<file path="src/rtl/pru_cmd_scheduler.sv">
`default_nettype none
// ============================================================================
// Module  : pru_cmd_scheduler
// Brief   : Round-robin arbitration of two draw-command requesters into a
//           shared FIFO, issuing one command at a time to the PRU rasteriser
//           with a single-cycle start pulse and operands held until the next
//           issue.
// Options : PRU_TIMEOUT_EN - adds a 16-bit done watchdog and a sticky
//           timeout_err flag; without it WAIT_DONE waits indefinitely.
// Revision: 1.0 - initial release
// ============================================================================
module pru_cmd_scheduler #(
  parameter int FIFO_DEPTH     = 4,
  parameter int TIMEOUT_CYCLES = 65535
) (
  input  logic                          clk,
  input  logic                          rst_n,
  input  logic                          req0_valid,
  input  logic [74:0]                   req0_cmd,
  output logic                          req0_ready,
  input  logic                          req1_valid,
  input  logic [74:0]                   req1_cmd,
  output logic                          req1_ready,
  output logic [1:0]                    color,
  output logic [9:0]                    row,
  output logic [8:0]                    col,
  output logic [9:0]                    width,
  output logic [8:0]                    height_radius,
  output logic [31:0]                   bitmap_addr,
  output logic [1:0]                    shape_select,
  output logic                          subtract,
  output logic                          start,
  input  logic                          busy,
  input  logic                          done,
  output logic [$clog2(FIFO_DEPTH):0]   fifo_count,
  output logic                          idle,
  output logic                          timeout_err
);

  localparam int AW = $clog2(FIFO_DEPTH);
  localparam int CW = AW + 1;
  localparam logic [CW-1:0] DEPTH_C = CW'(FIFO_DEPTH);
  localparam logic [AW-1:0] PTR_ONE = AW'(1);
  localparam logic [CW-1:0] CNT_ONE = CW'(1);

  localparam logic [1:0] ST_IDLE   = 2'd0;
  localparam logic [1:0] ST_LAUNCH = 2'd1;
  localparam logic [1:0] ST_WAIT   = 2'd2;

  logic [1:0]    state;
  logic [1:0]    next_state;
  logic          issue;
  logic          timeout_hit;

  logic [74:0]   mem [FIFO_DEPTH];
  logic [AW-1:0] wr_ptr;
  logic [AW-1:0] rd_ptr;
  logic [CW-1:0] count;
  logic          full;
  logic          rr_pref1;
  logic          grant0;
  logic          grant1;
  logic          push0;
  logic          push1;
  logic          push;
  logic [74:0]   push_cmd;
  logic [74:0]   head;

  // busy is status only; sequencing relies solely on done
  logic unused_busy;
  assign unused_busy = busy;

  // full is taken from the registered count, so a same-cycle pop never frees a slot
  assign full       = (count == DEPTH_C);
  assign fifo_count = count;
  assign idle       = (state == ST_IDLE) && (count == '0);

  // Grant: a lone requester wins; with both valid the one not granted last wins
  always_comb begin
    grant0 = 1'b0;
    grant1 = 1'b0;
    if (req0_valid && (!req1_valid || !rr_pref1)) begin
      grant0 = 1'b1;
    end else if (req1_valid) begin
      grant1 = 1'b1;
    end
  end

  assign req0_ready = grant0 & ~full;
  assign req1_ready = grant1 & ~full;
  assign push0      = req0_valid & req0_ready;
  assign push1      = req1_valid & req1_ready;
  assign push       = push0 | push1;
  assign push_cmd   = push1 ? req1_cmd : req0_cmd;
  assign head       = mem[rd_ptr];

  // Round-robin pointer moves only when a transfer actually happens
  always_ff @(posedge clk or negedge rst_n) begin
    if (!rst_n) begin
      rr_pref1 <= 1'b0;
    end else if (push0) begin
      rr_pref1 <= 1'b1;
    end else if (push1) begin
      rr_pref1 <= 1'b0;
    end
  end

  // FIFO storage; contents are don't-care while the pointers mark them empty
  always_ff @(posedge clk) begin
    if (push) begin
      mem[wr_ptr] <= push_cmd;
    end
  end

  // FIFO pointers and occupancy; push+pop together leave the count unchanged
  always_ff @(posedge clk or negedge rst_n) begin
    if (!rst_n) begin
      wr_ptr <= '0;
      rd_ptr <= '0;
      count  <= '0;
    end else begin
      if (push) begin
        wr_ptr <= wr_ptr + PTR_ONE;
      end
      if (issue) begin
        rd_ptr <= rd_ptr + PTR_ONE;
      end
      case ({push, issue})
        2'b10:   count <= count + CNT_ONE;
        2'b01:   count <= count - CNT_ONE;
        default: count <= count;
      endcase
    end
  end

  // FSM state register
  always_ff @(posedge clk or negedge rst_n) begin
    if (!rst_n) begin
      state <= ST_IDLE;
    end else begin
      state <= next_state;
    end
  end

  // FSM next state; done during LAUNCH is deliberately ignored
  always_comb begin
    next_state = state;
    case (state)
      ST_IDLE:   if (issue) next_state = ST_LAUNCH;
      ST_LAUNCH: next_state = ST_WAIT;
      ST_WAIT:   if (done || timeout_hit) next_state = ST_IDLE;
      default:   next_state = ST_IDLE;
    endcase
  end

  // FSM outputs: pop the head whenever idle with work queued
  always_comb begin
    issue = 1'b0;
    if ((state == ST_IDLE) && (count != '0)) begin
      issue = 1'b1;
    end
  end

  // PRU operand and start registers; operands hold until the next issue
  always_ff @(posedge clk or negedge rst_n) begin
    if (!rst_n) begin
      start         <= 1'b0;
      bitmap_addr   <= '0;
      subtract      <= 1'b0;
      shape_select  <= '0;
      color         <= '0;
      row           <= '0;
      col           <= '0;
      width         <= '0;
      height_radius <= '0;
    end else begin
      start <= issue;
      if (issue) begin
        bitmap_addr   <= head[74:43];
        subtract      <= head[42];
        shape_select  <= head[41:40];
        color         <= head[39:38];
        row           <= head[37:28];
        col           <= head[27:19];
        width         <= head[18:9];
        height_radius <= head[8:0];
      end
    end
  end

`ifdef PRU_TIMEOUT_EN
  // Watchdog fires on the TIMEOUT_CYCLES-th cycle spent in WAIT_DONE
  localparam logic [15:0] WD_LIMIT = 16'(TIMEOUT_CYCLES - 1);

  logic [15:0] wd_cnt;
  logic        timeout_q;

  assign timeout_hit = (state == ST_WAIT) && !done && (wd_cnt == WD_LIMIT);
  assign timeout_err = timeout_q;

  // Watchdog counter and sticky error flag
  always_ff @(posedge clk or negedge rst_n) begin
    if (!rst_n) begin
      wd_cnt    <= '0;
      timeout_q <= 1'b0;
    end else begin
      if (state == ST_LAUNCH) begin
        wd_cnt <= '0;
      end else if (state == ST_WAIT) begin
        wd_cnt <= wd_cnt + 16'd1;
      end
      if (timeout_hit) begin
        timeout_q <= 1'b1;
      end
    end
  end
`else
  logic [15:0] unused_timeout;
  assign unused_timeout = 16'(TIMEOUT_CYCLES);
  assign timeout_hit    = 1'b0;
  assign timeout_err    = 1'b0;
`endif

endmodule
`default_nettype wire
</file>
<file path="config.mk">
export PLATFORM = sky130hd
export DESIGN_NAME = pru_cmd_scheduler
export DESIGN_NICKNAME = d
export VERILOG_FILES = /design/src/rtl/pru_cmd_scheduler.sv
export SDC_FILE = /design/constraint.sdc
export NUM_CORES = 1
export LEC_CHECK = 0
export ABC_CLOCK_PERIOD_IN_PS = 3400
export CELL_PAD_IN_SITES_DETAIL_PLACEMENT = 1
export CELL_PAD_IN_SITES_GLOBAL_PLACEMENT = 1
export CORE_MARGIN = 3
export CORE_UTILIZATION = 46
export DETAILED_ROUTE_END_ITERATION = 12
export PLACE_DENSITY_LB_ADDON = 0.1
export SLEW_MARGIN = 20
export SYNTH_ARGS = -nofsm -noshare
export SYNTH_HDL_FRONTEND = slang
export SYNTH_SLANG_ARGS = --single-unit
</file>
<file path="constraint.sdc">
create_clock -name clk -period 3.4 [get_ports clk]
set_clock_uncertainty 0.05 [all_clocks]
set_input_delay 0.85 -clock clk [delete_from_list [all_inputs] [get_ports clk]]
set_output_delay 0.85 -clock clk [all_outputs]
set_load 0.02 [all_outputs]
</file>
==> run summary <==
die area = 35270 µm²
clk sinks = 386
worst hold-check path type = input port to asynchronous set/reset pin
normalized max-slew margin = 50.95%
status = finished, final reports clean
synthesized flop and latch total = 386
root buffer cell = clkbuf_16
Primary FF master, synth = edfxtp_1
H-tree lvl count = 2
die height = 187.8 µm
initial antenna violation count = 1
Setup crit start kind = flop
Netlist cell types = 30
Setup-failing EPs final = 0
hold_buf cts = 0
gpl congestion = 0.6994
largest net degree at the start of global routing = 78
TritonCTS clock tree = done
Syn Nets = 851
via count = 7519
WP data arrival = 2390 ps
Post-route DRC = 0
Syn Std Cell Area = 15200 µm²
Worst IR Drop VDD = 657.0 µV
Std-Cell Core Area = 32040 µm²
Final Net Count = 1117
port bufs = 236
CP max-delay cell = clkdlybuf4s50_1
Initial Util = 47.45%
fin util = 61.49%
CTS Buffer Depth = 3
P&R area growth vs syn = 29.59%
Post-synth ARST share = 22.28%
# resized after CTS = 0
Max Cap Viol = 0
fin crit period = 3294 ps
leading area contributor after synthesis = edfxtp_1
total power = 19.54 mW
Placed Area = 18300 µm²
Vias/cell = 5.295
syn_area_per_cell = 22.07 µm²
Post-Layout Inst Area = 19700 µm²
final WL = 33320 µm
HPWL after DPL = 20880 µm
remaining global-route overflow = 0
Area contributors post-synth = edfxtp_1 59%, dfrtp_1 14%, mux4_2 11%
Syn Inst Count = 689
fraction of layout cells with a size suffix above 1 = 32.49%
largest stage delay on the critical path = 700 ps
Final ANT Viol Nets = 0
GRT Overall Usage = 19.00%
first-pass GRT wire length = 51650 µm
Slew @ Worst Pin = 735.7 ps
synth warn = 0
Top delay family on crit path = simple AND/OR/NAND/NOR gates
Routed WL per cell = 23.47 µm
row cnt = 65
Commonest cells post-synth = 300 x edfxtp_1, 124 x mux2_2, 86 x dfrtp_1, 75 x mux4_2, 28 x mux2_4
CTS Buf Count = 41
Buf/Inv on CP = 1
Fin. Hold Viols = 0
unrepaired setup endpoints after global routing = false
I/O pins = 239
Clock Pin Slew Worst Setup and Hold Paths = 60 ps
worst skew pair latency = 520 ps
fmax = 303.6 MHz
Seq/Total Area, Yosys = 73.40%
top cell type's share of synthesized area = 59.25%
P_leak = 6.921 nW
r2r setup slk = 760 ps
CP endpoint kind = output port
Post-synth EDFFs = 300
Fillers = 2704
crit-path cells = or3_4 -> nor3_1 -> clkdlybuf4s50_1
setup TNS = 0 ps
Max Slew Vio Count = 0
setup bufs post-CTS = 0
Ant. Diodes = 0
Die W = 187.8 µm
crit-path max FO = 5
CP required = 2500 ps
drt pass-1 iters = 6
pwr/cell area = 991.5 nW/µm²
DR iter-0 viols = 345
Setup Crit Path Kind = flop to output port
period utilisation layout = 96.88%
number of global-route vias before repair = 8725
most numerous cell in the Yosys netlist = edfxtp_1
cells in the final DEF, fill, tap and decap left out:
cell type,instances
mux2i_1,1
clkbuf_8,4
clkbuf_1,10
clkinv_1,4
a21oi_1,2
clkinvlp_4,2
clkbuf_16,42
clkinv_4,1
buf_4,5
nand3_4,1
dfrtp_4,2
o21a_1,1
nand2_1,1
or3_4,1
nor3_1,1
clkdlybuf4s50_1,234
xor2_1,3
mux4_2,75
fa_1,1
a31oi_1,1
clkinv_2,3
bufinv_16,7
conb_1,1
mux2_4,28
nand2b_1,1
mux2_2,124
and2_4,5
or3b_2,1
inv_1,7
ha_1,5
dfrtp_1,84
buf_12,19
nor2_1,3
nand3_1,1
edfxtp_1,300
and2_1,1
xnor2_1,3
registers in the layout (all words and copies together) (netlist names), 2 cells and up:
signal	count
wr_ptr	2
color	2
col	9
width	10
bitmap_addr	32
rd_ptr	2
row	10
shape_select	2
state	2
mem	300
fifo_count	3
height_radius	9
stage by stage:
stage	worst slack, ps	hold slack [ps]	std cells
after global placement	303.0	438.4	1347
after floorplan	53.23	413.8	689
after detailed placement	278.8	446.1	1347
after global routing	63.27	374.8	1420
after CTS	96.50	354.5	1420
final	106.2	338.6	1420
metal layers:
metal,wire (µm),GRT usage (%),share of wire [%],vias up
li1,-,-,-,3306
met1,13520,24.09,41,3973
met2,17720,34.44,53,197
met3,1604,3.664,4.8,41
met4,461,3.579,1.4,2
met5,17,0,0.051,-
layout make-up:
type	instances	area, µm²	area share (%)
repair buffers	258	2760	14.01
clock buffers	56	1144	5.804
clock inverters	17	264.0	1.340
multi-input cells	261	3797	19.27
inverters	7	26.28	0.1334
flip-flops and latches	386	11170	56.68
well taps	435	544.3	2.762
worst reg2reg max path, delay by kind of cell (launching register included):
family | cells | cell delay [ps]
buf+inv | 2 | 190
xor+xnor | 2 | 320
compound gates | 1 | 260
flops | 1 | 450
fa+ha+maj | 2 | 590
simple gates | 2 | 700
power breakdown:
group | internal [mW] | switching (mW) | total [mW]
clock | 2.88 | 1.72 | 4.60
sequential | 7.13 | 0.835 | 7.97
combinational | 3.74 | 3.24 | 6.97
total | 13.7 | 5.79 | 19.5
kinds of logic after synthesis:
group	after synthesis	synth area share, %
flops	386	73.40
mux	228	23.12
buf+inv	42	1.736
simple gates	16	0.6665
fa+ha+maj	6	0.5431
xor+xnor	6	0.3457
compound gates	4	0.1564
other cells	1	0.02466
final timing paths:
kind,endpoint,from,cells after the start
worst max-delay path,idle,fifo_count[0],3
worst min-delay path,bitmap_addr[12],rst_n,1
worst max register to register,fifo_count[2],fifo_count[0],9
worst min register to register,width[3],width[3],1
max in group asynchronous,rd_ptr[0],rst_n,2
min in group clk,width[3],width[3],1
(Power assumes the default switching activity.)
